`config.mk`:
```
export PLATFORM = sky130hd
export DESIGN_NAME = regfile_wb_arbiter_flat
export DESIGN_NICKNAME = d
export VERILOG_FILES = /design/src/rtl/regfile_wb_arbiter_if.sv /design/src/rtl/regfile_wb_arbiter.sv /design/src/flat_wrapper.sv
export SDC_FILE = /design/constraint.sdc
export NUM_CORES = 1
export LEC_CHECK = 0
export BUFFER_PORTS_ARGS = -buffer_cell sky130_fd_sc_hd__buf_2
export CAP_MARGIN = 20
export CORE_MARGIN = 1
export CORE_UTILIZATION = 53
export DETAILED_ROUTE_END_ITERATION = 6
export PLACE_DENSITY = 0.79
export SYNTH_ARGS = -nofsm -noshare
export SYNTH_HDL_FRONTEND = slang
export SYNTH_SLANG_ARGS = --single-unit
```
`constraint.sdc`:
```
create_clock -name clk -period 5 [get_ports clk]
set_input_delay 0.75 -clock clk [delete_from_list [all_inputs] [get_ports clk]]
set_output_delay 0.75 -clock clk [all_outputs]
set_load 0.01 [all_outputs]
```
`src/rtl/regfile_wb_arbiter_if.sv`:
```
// Bus bundle between the two write-back producers (ALU path A, load path M) and the shared
// register-file write port of regfile_wb_arbiter.
interface regfile_wb_arbiter_if #(
    parameter int AW = 5,
    parameter int DW = 32
);
    logic          avalid;
    logic [AW-1:0] areg;
    logic [DW-1:0] adata;
    logic          aready;
    logic          mvalid;
    logic [AW-1:0] mreg;
    logic [DW-1:0] mdata;
    logic          mready;
    logic          regwrite;
    logic [AW-1:0] writereg;
    logic [DW-1:0] writedata;
    logic          idle;

    modport slave (
        input  avalid, areg, adata, mvalid, mreg, mdata,
        output aready, mready, regwrite, writereg, writedata, idle
    );

    modport master (
        output avalid, areg, adata, mvalid, mreg, mdata,
        input  aready, mready, regwrite, writereg, writedata, idle
    );
endinterface

```
`src/rtl/regfile_wb_arbiter.sv`:
```
// Round-robin write-back arbiter sharing one register-file write port between ALU (A) and load (M).
// Optional macro WB_ZERO_DROP_EN: accepted writes to register 0 are discarded without a write pulse.
module regfile_wb_arbiter #(
    parameter int AW = 5,
    parameter int DW = 32
) (
    input  logic               clk,
    input  logic               reset,
    regfile_wb_arbiter_if.slave bus
);
    typedef enum logic {SRC_A = 1'b0, SRC_M = 1'b1} src_t;

    logic          r_bufAValid;
    logic [AW-1:0] r_bufAReg;
    logic [DW-1:0] r_bufAData;
    logic          r_bufMValid;
    logic [AW-1:0] r_bufMReg;
    logic [DW-1:0] r_bufMData;
    src_t          r_last;
    src_t          r_older;
    logic          r_regwrite;
    logic [AW-1:0] r_writereg;
    logic [DW-1:0] r_writedata;

    logic w_grantA;
    logic w_grantM;
    logic w_accA;
    logic w_accM;
    logic w_loadA;
    logic w_loadM;

    // Same-register pairs follow program order; otherwise alternate away from the last winner.
    always_comb begin
        w_grantA = 1'b0;
        w_grantM = 1'b0;
        if (r_bufAValid && r_bufMValid) begin
            if (r_bufAReg == r_bufMReg) begin
                if (r_older == SRC_A) w_grantA = 1'b1;
                else                  w_grantM = 1'b1;
            end else begin
                if (r_last == SRC_M) w_grantA = 1'b1;
                else                 w_grantM = 1'b1;
            end
        end else if (r_bufAValid) begin
            w_grantA = 1'b1;
        end else if (r_bufMValid) begin
            w_grantM = 1'b1;
        end
    end

    assign bus.aready = !r_bufAValid || w_grantA;
    assign bus.mready = !r_bufMValid || w_grantM;
    assign w_accA     = bus.avalid && bus.aready;
    assign w_accM     = bus.mvalid && bus.mready;

`ifdef WB_ZERO_DROP_EN
    assign w_loadA = w_accA && (bus.areg != '0);
    assign w_loadM = w_accM && (bus.mreg != '0);
`else
    assign w_loadA = w_accA;
    assign w_loadM = w_accM;
`endif

    always_ff @(posedge clk or posedge reset) begin
        if (reset) begin
            r_bufAValid <= 1'b0;
            r_bufAReg   <= '0;
            r_bufAData  <= '0;
            r_bufMValid <= 1'b0;
            r_bufMReg   <= '0;
            r_bufMData  <= '0;
        end else begin
            if (w_loadA) begin
                r_bufAValid <= 1'b1;
                r_bufAReg   <= bus.areg;
                r_bufAData  <= bus.adata;
            end else if (w_grantA) begin
                r_bufAValid <= 1'b0;
            end
            if (w_loadM) begin
                r_bufMValid <= 1'b1;
                r_bufMReg   <= bus.mreg;
                r_bufMData  <= bus.mdata;
            end else if (w_grantM) begin
                r_bufMValid <= 1'b0;
            end
        end
    end

    // A freshly loaded buffer is always the younger one; a simultaneous load makes A older.
    always_ff @(posedge clk or posedge reset) begin
        if (reset) begin
            r_older <= SRC_A;
        end else if (w_loadA && w_loadM) begin
            r_older <= SRC_A;
        end else if (w_loadA) begin
            r_older <= SRC_M;
        end else if (w_loadM) begin
            r_older <= SRC_A;
        end
    end

    always_ff @(posedge clk or posedge reset) begin
        if (reset) begin
            r_regwrite  <= 1'b0;
            r_writereg  <= '0;
            r_writedata <= '0;
            r_last      <= SRC_M;
        end else if (w_grantA) begin
            r_regwrite  <= 1'b1;
            r_writereg  <= r_bufAReg;
            r_writedata <= r_bufAData;
            r_last      <= SRC_A;
        end else if (w_grantM) begin
            r_regwrite  <= 1'b1;
            r_writereg  <= r_bufMReg;
            r_writedata <= r_bufMData;
            r_last      <= SRC_M;
        end else begin
            r_regwrite  <= 1'b0;
        end
    end

    assign bus.regwrite  = r_regwrite;
    assign bus.writereg  = r_writereg;
    assign bus.writedata = r_writedata;
    assign bus.idle      = !r_bufAValid && !r_bufMValid && !r_regwrite;
endmodule

```
`src/flat_wrapper.sv`:
```
// flat-port wrapper written by rule: the top's interface ports become plain ports
module regfile_wb_arbiter_flat 
#(
    parameter int AW = 5,
    parameter int DW = 32
)
  (clk, reset, bus_avalid, bus_areg, bus_adata, bus_mvalid, bus_mreg, bus_mdata, bus_aready, bus_mready, bus_regwrite, bus_writereg, bus_writedata, bus_idle);
  regfile_wb_arbiter_if #(.AW(AW), .DW(DW)) bus_i ();
  input  logic clk;
  input  logic reset;
  input wire logic [$bits(bus_i.avalid)-1:0] bus_avalid;
  input wire logic [$bits(bus_i.areg)-1:0] bus_areg;
  input wire logic [$bits(bus_i.adata)-1:0] bus_adata;
  input wire logic [$bits(bus_i.mvalid)-1:0] bus_mvalid;
  input wire logic [$bits(bus_i.mreg)-1:0] bus_mreg;
  input wire logic [$bits(bus_i.mdata)-1:0] bus_mdata;
  output wire logic [$bits(bus_i.aready)-1:0] bus_aready;
  output wire logic [$bits(bus_i.mready)-1:0] bus_mready;
  output wire logic [$bits(bus_i.regwrite)-1:0] bus_regwrite;
  output wire logic [$bits(bus_i.writereg)-1:0] bus_writereg;
  output wire logic [$bits(bus_i.writedata)-1:0] bus_writedata;
  output wire logic [$bits(bus_i.idle)-1:0] bus_idle;
  assign bus_i.avalid = bus_avalid;
  assign bus_i.areg = bus_areg;
  assign bus_i.adata = bus_adata;
  assign bus_i.mvalid = bus_mvalid;
  assign bus_i.mreg = bus_mreg;
  assign bus_i.mdata = bus_mdata;
  assign bus_aready = bus_i.aready;
  assign bus_mready = bus_i.mready;
  assign bus_regwrite = bus_i.regwrite;
  assign bus_writereg = bus_i.writereg;
  assign bus_writedata = bus_i.writedata;
  assign bus_idle = bus_i.idle;
  regfile_wb_arbiter #(.AW(AW), .DW(DW)) u_core (.clk(clk), .reset(reset), .bus(bus_i));
endmodule
```
Word-level counts from Yosys, hierarchy flattened
Cells that the tools add are included.
Operators by class
  equality and inequality tests: 1
  reduce and logical (&&, ||, !) cells: 15
  multiplexer cells: 26
Operator list (count)
  32-bit 2-to-1 mux: 2
  1-bit 2-to-1 mux: 22
  5-bit 2-to-1 mux: 2
  1-bit logical AND: 6
  2-bit nonzero test: 3
  5-bit == test: 1
  1-bit zero test: 3
  3-bit nonzero test: 1
  1-bit logical OR: 2
Word-level totals
  register bits: 116
  input port bits: 78
  output and inout port bits: 41

Longest topological paths before layout
Gate-level depths: netlist (run 1).
  depth in word-level cells: 8
  mapped depth: 8
  mapped depth without buffers: 5

Least setup slack after synthesis (run 1)
Ideal clock, no wire load.
  path type: register to output
  start: register u_core.r_bufMReg[2]
  end: output port bus_aready
  stages on the path, launching flop included: 7
  data arrival time: 1.287 ns
  path buffers: 1
  slack: 2.963 ns
  cells stage by stage: dfrtp_1 xnor2_1 and3_1 buf_2 and2_1 a21oi_1 nand3_1
On the way
  longest elaborated chain between the ends: 4
Ends and longest elaborated chain
  from (decl): line regfile_wb_arbiter.sv:17  | logic [AW-1:0] r_bufMReg;
  from (signal assigned): line regfile_wb_arbiter.sv:82  | r_bufMReg <= bus.mreg;
  5-bit == test: line regfile_wb_arbiter.sv:37  | if (r_bufAReg == r_bufMReg) begin
  1-bit 2-to-1 mux: line regfile_wb_arbiter.sv:37
  1-bit 2-to-1 mux: line regfile_wb_arbiter.sv:36  | if (r_bufAValid && r_bufMValid) begin
  1-bit logical OR: line regfile_wb_arbiter.sv:51  | assign bus.aready = !r_bufAValid || w_grantA;
  to (decl): line flat_wrapper.sv:17  | output wire logic [$bits(bus_i.aready)-1:0] bus_aready;
No other way between the ends.

Worst setup path in the final report (run 1)
  start: register u_core.r_bufAReg[2]
  end: output port bus_aready
On the way
  longest elaborated chain between the ends: 4
Ends and longest elaborated chain
  from (decl): line regfile_wb_arbiter.sv:14  | logic [AW-1:0] r_bufAReg;
  from (signal assigned): line regfile_wb_arbiter.sv:75  | r_bufAReg <= bus.areg;
  5-bit == test: line regfile_wb_arbiter.sv:37
  1-bit 2-to-1 mux: line regfile_wb_arbiter.sv:37
  1-bit 2-to-1 mux: line regfile_wb_arbiter.sv:36
  1-bit logical OR: line regfile_wb_arbiter.sv:51
No other way between the ends.

==> impl_metrics.csv, run 1 <==
group,metric,value,unit
status,status,"finished, final reports clean",
clock_network,cts_setup_buffers,0,
setup_path,r2r-start,"u_core.r_bufAReg[2]",
finish,post-route-cell-area,6146,µm²
power_and_ir_drop,power.share.sequential,0.394,
grt,grt_pass1_vias,3434,
finish,num-fill-cells,630,
drt,firstDrtPassIters,4,
finish,num-nets-final,560,
clock_network,post_cts_resized,0,
power_and_ir_drop,intPower,2.952,mW
drt,route.met3.wl,573,µm
flow_run,maxCapViolations,0,
sta,slew-limit-headroom,0.3477,
finish,final_util,0.6912,
setup_path,cp_max_fo,5,
grt,grt_pass1_wl,16940,µm
place,dpl.hpwl,6752,µm
synth,synth-main-ff-cell,"dfrtp_1",
drt,met1Wirelength,4332,µm
setup_path,crit_path_end_kind,"output pin",
floorplan,fp.dieW,98.73,µm
floorplan,die_h,98.73,µm
grt,overflow,0,
floorplan,fp-row-count,34,
setup_path,critPathLaunchType,"register",
drt,detail_route.vias_per_cell,5.380,
place,gp_congestion,0.8359,
synth,synth_warnings,0,
sta,rsz0062_at_grt,"false",
drt,via_count,3228,
grt,grt_max_degree,80,
drt,drt_iter0_markers,65,
sta,fin_crit_sh,0.5912,
clock_network,cts_inserted_buffers,17,
sta,setup_viol,0,
sta,holdWs,0.4468,ns
sta,worst_pin_slew,0.9784,ns
min_path,hp-class,"in2async",
synth,synth_edf_count,0,
synth,ys_seq_area_frac,0.5857,
clock_network,cts_hold_buf,0,
power_and_ir_drop,p_leak,3.000,nW
power_and_ir_drop,comb_power_share,0.357,
sta,maxSlewViolCount,0,
sta,skew,0.008496,ns
drt,met2_length,5204,µm
finish,antenna_cells,0,
synth,syn-num-nets,439,
floorplan,start_util,0.5577,
place,port_buffers,118,
setup_path,r2r_cells,5,
synth,syn_area,4959,µm²
synth,synth-seq-cells,116,
power_and_ir_drop,vdd_ir_drop_max,0.3068,mV
setup_path,path_class,"reg2out",
drt,top_layer_used,"met4",
synth,netlist-cell-type-count,38,
drt,ant_nets,0,
place,post-place-ws,2.316,ns
finish,final_layout_size_suffix_gt1_frac,0.4675,
setup_path,r2r_end,"u_core.r_bufAReg[1]",
clock_network,clkLatencyLatePin,0.52,ns
synth,syn_inst,361,
power_and_ir_drop,swShare,0.3304,
floorplan,num_io_pins,119,
drt,wl,10290,µm
floorplan,die_area,9747,µm²
setup_path,cp.required,4.25,ns
grt,grt_usage,0.2342,
clock_network,clk_pin_slew,0.05,ns
finish,area_growth,23.95,%
power_and_ir_drop,p_sw,1.457,mW
power_and_ir_drop,powerDensity,717.4,nW/µm²
clock_network,tritoncts,"done",
floorplan,coreArea,8891,µm²
place,post_dp_cell_area,5605,µm²
sta,setup_tns,0,ns
power_and_ir_drop,clkPwrFrac,0.249,
sta,period_minus_slack,2.956,ns
clock_network,cts_root_buf,"clkbuf_8",
grt,antenna_found_initial,0,
setup_path,crit_arrival,2.21,ns
clock_network,cts.sinks,116,
drt,drc,0,
synth,synthArstFlopShare,1.000,
clock_network,h-tree-depth,4,
setup_path,reg2reg_slack,2.34,ns
sta,setup_slack,2.044,ns
clock_network,clock_path_buffers,2,
sta,finalHoldViolCount,0,
sta,fmax,338.3,MHz
synth,synth.avg_cell_area,13.74,µm²
drt,avgRoutedWirePerCell,17.15,µm
-- logic make-up (layout without fill, tap and decap cells) --
| logic type | count (synthesis) | after routing | share of synthesized area |
|---|---|---|---|
| flip-flops | 116 | 116 | 0.5857 |
| multiplexers | 113 | 113 | 0.2720 |
| AND/OR/NAND/NOR | 55 | 55 | 0.04870 |
| AO/OA/AOI/OAI | 48 | 48 | 0.05551 |
| buffers and inverters | 24 | 155 | 0.02927 |
| XOR/XNOR | 5 | 5 | 0.008833 |
-- worst max-delay path, stage by stage, from the launching register on --
cell and delay, ns:
dfrtp_1 0.41, xnor2_1 0.19, and3_1 0.40, a21boi_0 0.19, a21oi_1 0.23, nand3_1 0.10
buf_2 0.17
-- cells in the final DEF, fill, tap and decap left out, types with 2 or more instances in the layout --
cell	count
o21ai_0	37
clkbuf_16	16
xor2_1	2
mux2_2	39
nand2_1	38
mux2_4	30
clkinv_2	4
inv_1	2
nand3_1	3
nor2_1	5
o21bai_1	2
buf_4	5
clkbuf_1	2
mux2i_1	38
buf_2	118
mux2_1	5
clkbuf_8	6
dfrtp_1	114
xnor2_1	3
-- synth_stat cells, types with 2 or more instances --
cell type | n | area (µm²)
nand2_1 | 38 | 142.6
xnor2_1 | 3 | 26.28
xor2_1 | 2 | 17.52
buf_2 | 7 | 35.03
inv_1 | 3 | 11.26
dfrtp_1 | 115 | 2878
clkbuf_1 | 6 | 22.52
o21ai_0 | 37 | 185.2
mux2_4 | 30 | 450.4
mux2_1 | 5 | 56.30
o21bai_1 | 2 | 15.01
mux2_2 | 39 | 439.2
buf_6 | 5 | 56.30
nand3_1 | 3 | 15.01
mux2i_1 | 38 | 380.4
nor2_1 | 5 | 18.77
buf_4 | 2 | 15.01
-- registers in the layout (all words and copies together), names as in the netlist --
register	flops
u_core.bus.writedata	32
u_core.r_bufAData	32
u_core.r_bufMData	32
u_core.bus.writereg	5
u_core.r_bufAReg	5
u_core.r_bufMReg	5
u_core.bus.regwrite	1
u_core.r_bufAValid	1
u_core.r_bufMValid	1
u_core.r_last	1
u_core.r_older	1
-- power by group through the flow --
stage,combinational [mW],sequential [mW],clock (mW)
finish,1.58,1.74,1.10
CTS,1.60,1.74,1.11
global route,1.74,1.79,1.16
detailed placement,1.59,1.74,0
floorplan,1.16,1.73,0
global placement,1.52,1.71,0
-- stage by stage --
stage,instances,power [mW]
after detailed placement,571,3.324
after global placement,571,3.231
final,600,4.409
after CTS,600,4.453
after floorplan,361,2.889
after global routing,600,4.694
-- per-layer routing --
| metal | up-vias | global-route usage |
|---|---|---|
| li1 | 1505 | - |
| met5 | - | 0 |
| met2 | 102 | 0.3787 |
| met4 | 0 | 0.08381 |
| met1 | 1604 | 0.2872 |
| met3 | 17 | 0.09220 |
-- final cells by class --
cell class / count / area (µm²) / share of cell area
inverter: 3 / 13.76 / 0.002239
multi-input combinational: 221 / 1923 / 0.3129
clock buffer: 24 / 490.5 / 0.07980
tap: 108 / 135.1 / 0.02199
clock inverter: 5 / 50.05 / 0.008143
timing repair buffer: 123 / 628.1 / 0.1022
sequential: 116 / 2905 / 0.4727
-- worst max-delay path by stage --
stage                        startpoint               endpoint  cells past startpoint  slack [ns]
finish              u_core.r_bufAReg[2]             bus_aready                      6        2.04
global route        u_core.r_bufAReg[2]             bus_aready                      6        1.92
CTS                 u_core.r_bufMReg[2]             bus_aready                      6        2.02
detailed placement  u_core.r_bufMReg[2]   u_core.r_bufAData[2]                      5        2.32
global placement    u_core.r_bufMReg[4]  u_core.r_bufAData[11]                      5        2.41
floorplan                         reset    u_core.bus.regwrite                      1        1.18
(Power assumes the default switching activity.)
==> inputs of run 2 (changes only) <==
ABC_AREA = 1   (was not set)
CORE_UTILIZATION = 54   (was 53)
PLACE_DENSITY = 0.8   (was 0.79)
clock period = 3.05 ns   (was 5 ns; I/O delays follow)
==> impl_metrics.csv, run 2 <==
group,metric,value,unit
status,status,"finished, final reports clean",
synth,netlist-cell-type-count,17,
floorplan,start_util,0.5621,
setup_path,crit_start,"u_core.r_bufAReg[2]",
synth,synth_top_area_share,0.5514,
setup_path,setup.worst_path.end,"bus_mready",
synth,yosys-top-cells-area,"dfrtp_1, nand2_1, nand3_1",
setup_path,crit_slowest_cell,"dfrtp_1",
finish,layout_common_cells,"nand2_1, nand3_1, buf_2",
sta,setup_viol,0,
power_and_ir_drop,powerDensity,1047,nW/µm²
place,dp_cells,865,
drt,firstDrtPassIters,5,
setup_path,r2r_cells,10,
floorplan,fp-row-count,35,
finish,antenna_cells,0,
power_and_ir_drop,p_leak,3.715,nW
setup_path,crit_path_end_kind,"output pin",
sta,maxSlewViolCount,0,
clock_network,post_cts_resized,0,
synth,yosysMostFrequentCell,"nand2_1",
synth,ys_seq_area_frac,0.5565,
drt,ant_nets,0,
drt,drt_iter0_markers,331,
place,dpl.hpwl,7864,µm
finish,register_area,2904,µm²
finish,layout_commonest_cell,"nand2_1",
setup_path,critPathMaxStageDelay,0.42,ns
grt,overflow,0,
drt,avgRoutedWirePerCell,14.56,µm
synth,synth-main-ff-cell,"dfrtp_1",
power_and_ir_drop,power.share.sequential,0.369,
power_and_ir_drop,clkPwrFrac,0.304,
finish,num-fill-cells,730,
grt,antenna_found_initial,0,
clock_network,cts.sinks,116,
clock_network,cts_inserted_buffers,17,
setup_path,r2r-start,"u_core.r_bufAReg[2]",
sta,finalHoldViolCount,0,
grt,grt_max_degree,51,
setup_path,crit_chain,"inv_1 > nand2_1 > nand2_1 > nor2_2 > nand3_1 > nand2_1 > nand3_4 > buf_2",
clock_network,cts_root_buf,"clkbuf_8",
clock_network,h-tree-depth,4,
setup_path,crit_arrival,2.17,ns
synth,syn_area,5219,µm²
power_and_ir_drop,vdd_ir_drop_max,0.4618,mV
setup_path,reg2reg_slack,0.60,ns
min_path,hp-class,"in2async",
drt,wl,13060,µm
drt,via_count,4678,
power_and_ir_drop,intPower,4.258,mW
flow_run,maxCapViolations,0,
setup_path,r2r_end,"u_core.r_bufMReg[2]",
clock_network,clkLatencyLatePin,0.51,ns
sta,fin_crit_sh,0.8616,
clock_network,clock_path_buffers,2,
power_and_ir_drop,fin_total_pwr,6.748,mW
place,gp_congestion,0.8213,
synth,synth_top_cell_by_area,"dfrtp_1",
power_and_ir_drop,p_sw,2.489,mW
synth,syn_inst,652,
floorplan,die_area,10060,µm²
grt,grt_usage,0.2833,
floorplan,num_io_pins,119,
synth,syn-num-nets,730,
setup_path,critPathLaunchType,"register",
clock_network,clk_pin_slew,0.06,ns
finish,final_layout_size_suffix_gt1_frac,0.2161,
setup_path,critPathTopFamily,"simple AND/OR/NAND/NOR gates",
power_and_ir_drop,swShare,0.3689,
clock_network,cts_hold_buf,0,
drt,detail_route.vias_per_cell,5.215,
setup_path,worst-path-stages,8,
synth,synth.avg_cell_area,8.004,µm²
synth,synth-seq-cells,116,
sta,fmax,380.5,MHz
sta,setup_tns,0,ns
floorplan,fp.dieW,100.3,µm
finish,multiInputGateArea,1903,µm²
synth,synthArstFlopShare,1.000,
setup_path,cp_max_fo,37,
grt,grt_pass1_vias,4619,
floorplan,coreArea,9284,µm²
synth,synth_warnings,0,
setup_path,cp.required,2.59,ns
clock_network,cts_setup_buffers,0,
sta,period_minus_slack,2.628,ns
synth,synth_edf_count,0,
finish,area_growth,23.54,%
drt,drc,0,
setup_path,crit_buf_inv,2,
setup_path,crit_path_frequent_cell,"nand2_1",
sta,worst_pin_slew,0.8225,ns
finish,num-nets-final,833,
synth,synthTopCellsByCount,"nand2_1, nand3_1, dfrtp_1",
grt,grt_pass1_wl,21930,µm
sta,rsz0062_at_grt,"false",
sta,slew-limit-headroom,0.4497,
clock_network,tritoncts,"done",
setup_path,path_class,"reg2out",
floorplan,die_h,100.3,µm
place,port_buffers,118,
sta,skew,0.01073,ns
power_and_ir_drop,comb_power_share,0.327,
finish,fin_cells,897,
==> run 2: routing by layer <==
metal,GRT usage,part of all wire
met1,0.3642,0.41
met2,0.4589,0.49
met3,0.07799,0.081
met4,0.1093,0.019
met5,0,0
==> run 2: worst min path at each step <==
| stage | startpoint | endpoint | slack, ns | depth (start not counted) |
|---|---|---|---|---|
| after detailed placement | u_core.r_bufMData[26] | u_core.r_bufMData[26] | 0.46 | 2 |
| after global placement | u_core.r_bufMData[13] | u_core.r_bufMData[13] | 0.45 | 2 |
| after floorplan | u_core.r_bufMData[0] | u_core.r_bufMData[0] | 0.44 | 2 |
| final | reset | u_core.bus.writedata[28] | 0.10 | 2 |
| after CTS | reset | u_core.bus.writedata[28] | 0.11 | 2 |
| after global routing | reset | u_core.bus.writedata[28] | 0.15 | 2 |
==> run 2: kinds of logic (layout without fill, tap and decap cells) <==
logic type / after synthesis / in the layout / synth area share
simple gates: 441 / 441 / 0.3587
xor+xnor: 1 / 1 / 0.001679
buf+inv: 93 / 209 / 0.08175
flops: 116 / 116 / 0.5565
compound gates: 1 / 1 / 0.001439
==> run 2: power by group through the flow <==
stage               clock, mW  sequential (mW)  combinational (mW)
global placement            0             2.47                2.12
detailed placement          0             2.48                2.20
finish                   2.05             2.49                2.21
floorplan                   0             2.53                1.49
global route             2.15             2.54                2.50
CTS                      2.08             2.48                2.23
==> run 2: final cells by class <==
| type | instances | area share |
|---|---|---|
| clock inverters | 9 | 0.02329 |
| clock buffers | 23 | 0.07239 |
| well taps | 129 | 0.02503 |
| inverters | 50 | 0.02969 |
| flip-flops and latches | 116 | 0.4504 |
| repair buffers | 127 | 0.1040 |
| multi-input cells | 443 | 0.2952 |
==> run 2: through the flow <==
step	worst slack (ns)	instance area (µm²)	util	hold WS [ns]
after floorplan	1.180	5223	-	0.4417
after global placement	0.8411	5831	0.6280	0.4525
after detailed placement	0.6975	5831	0.6280	0.4583
after CTS	0.4315	6447	0.6945	0.1075
after global routing	0.2166	6447	0.6945	0.1546
final	0.4222	6447	0.6945	0.1014
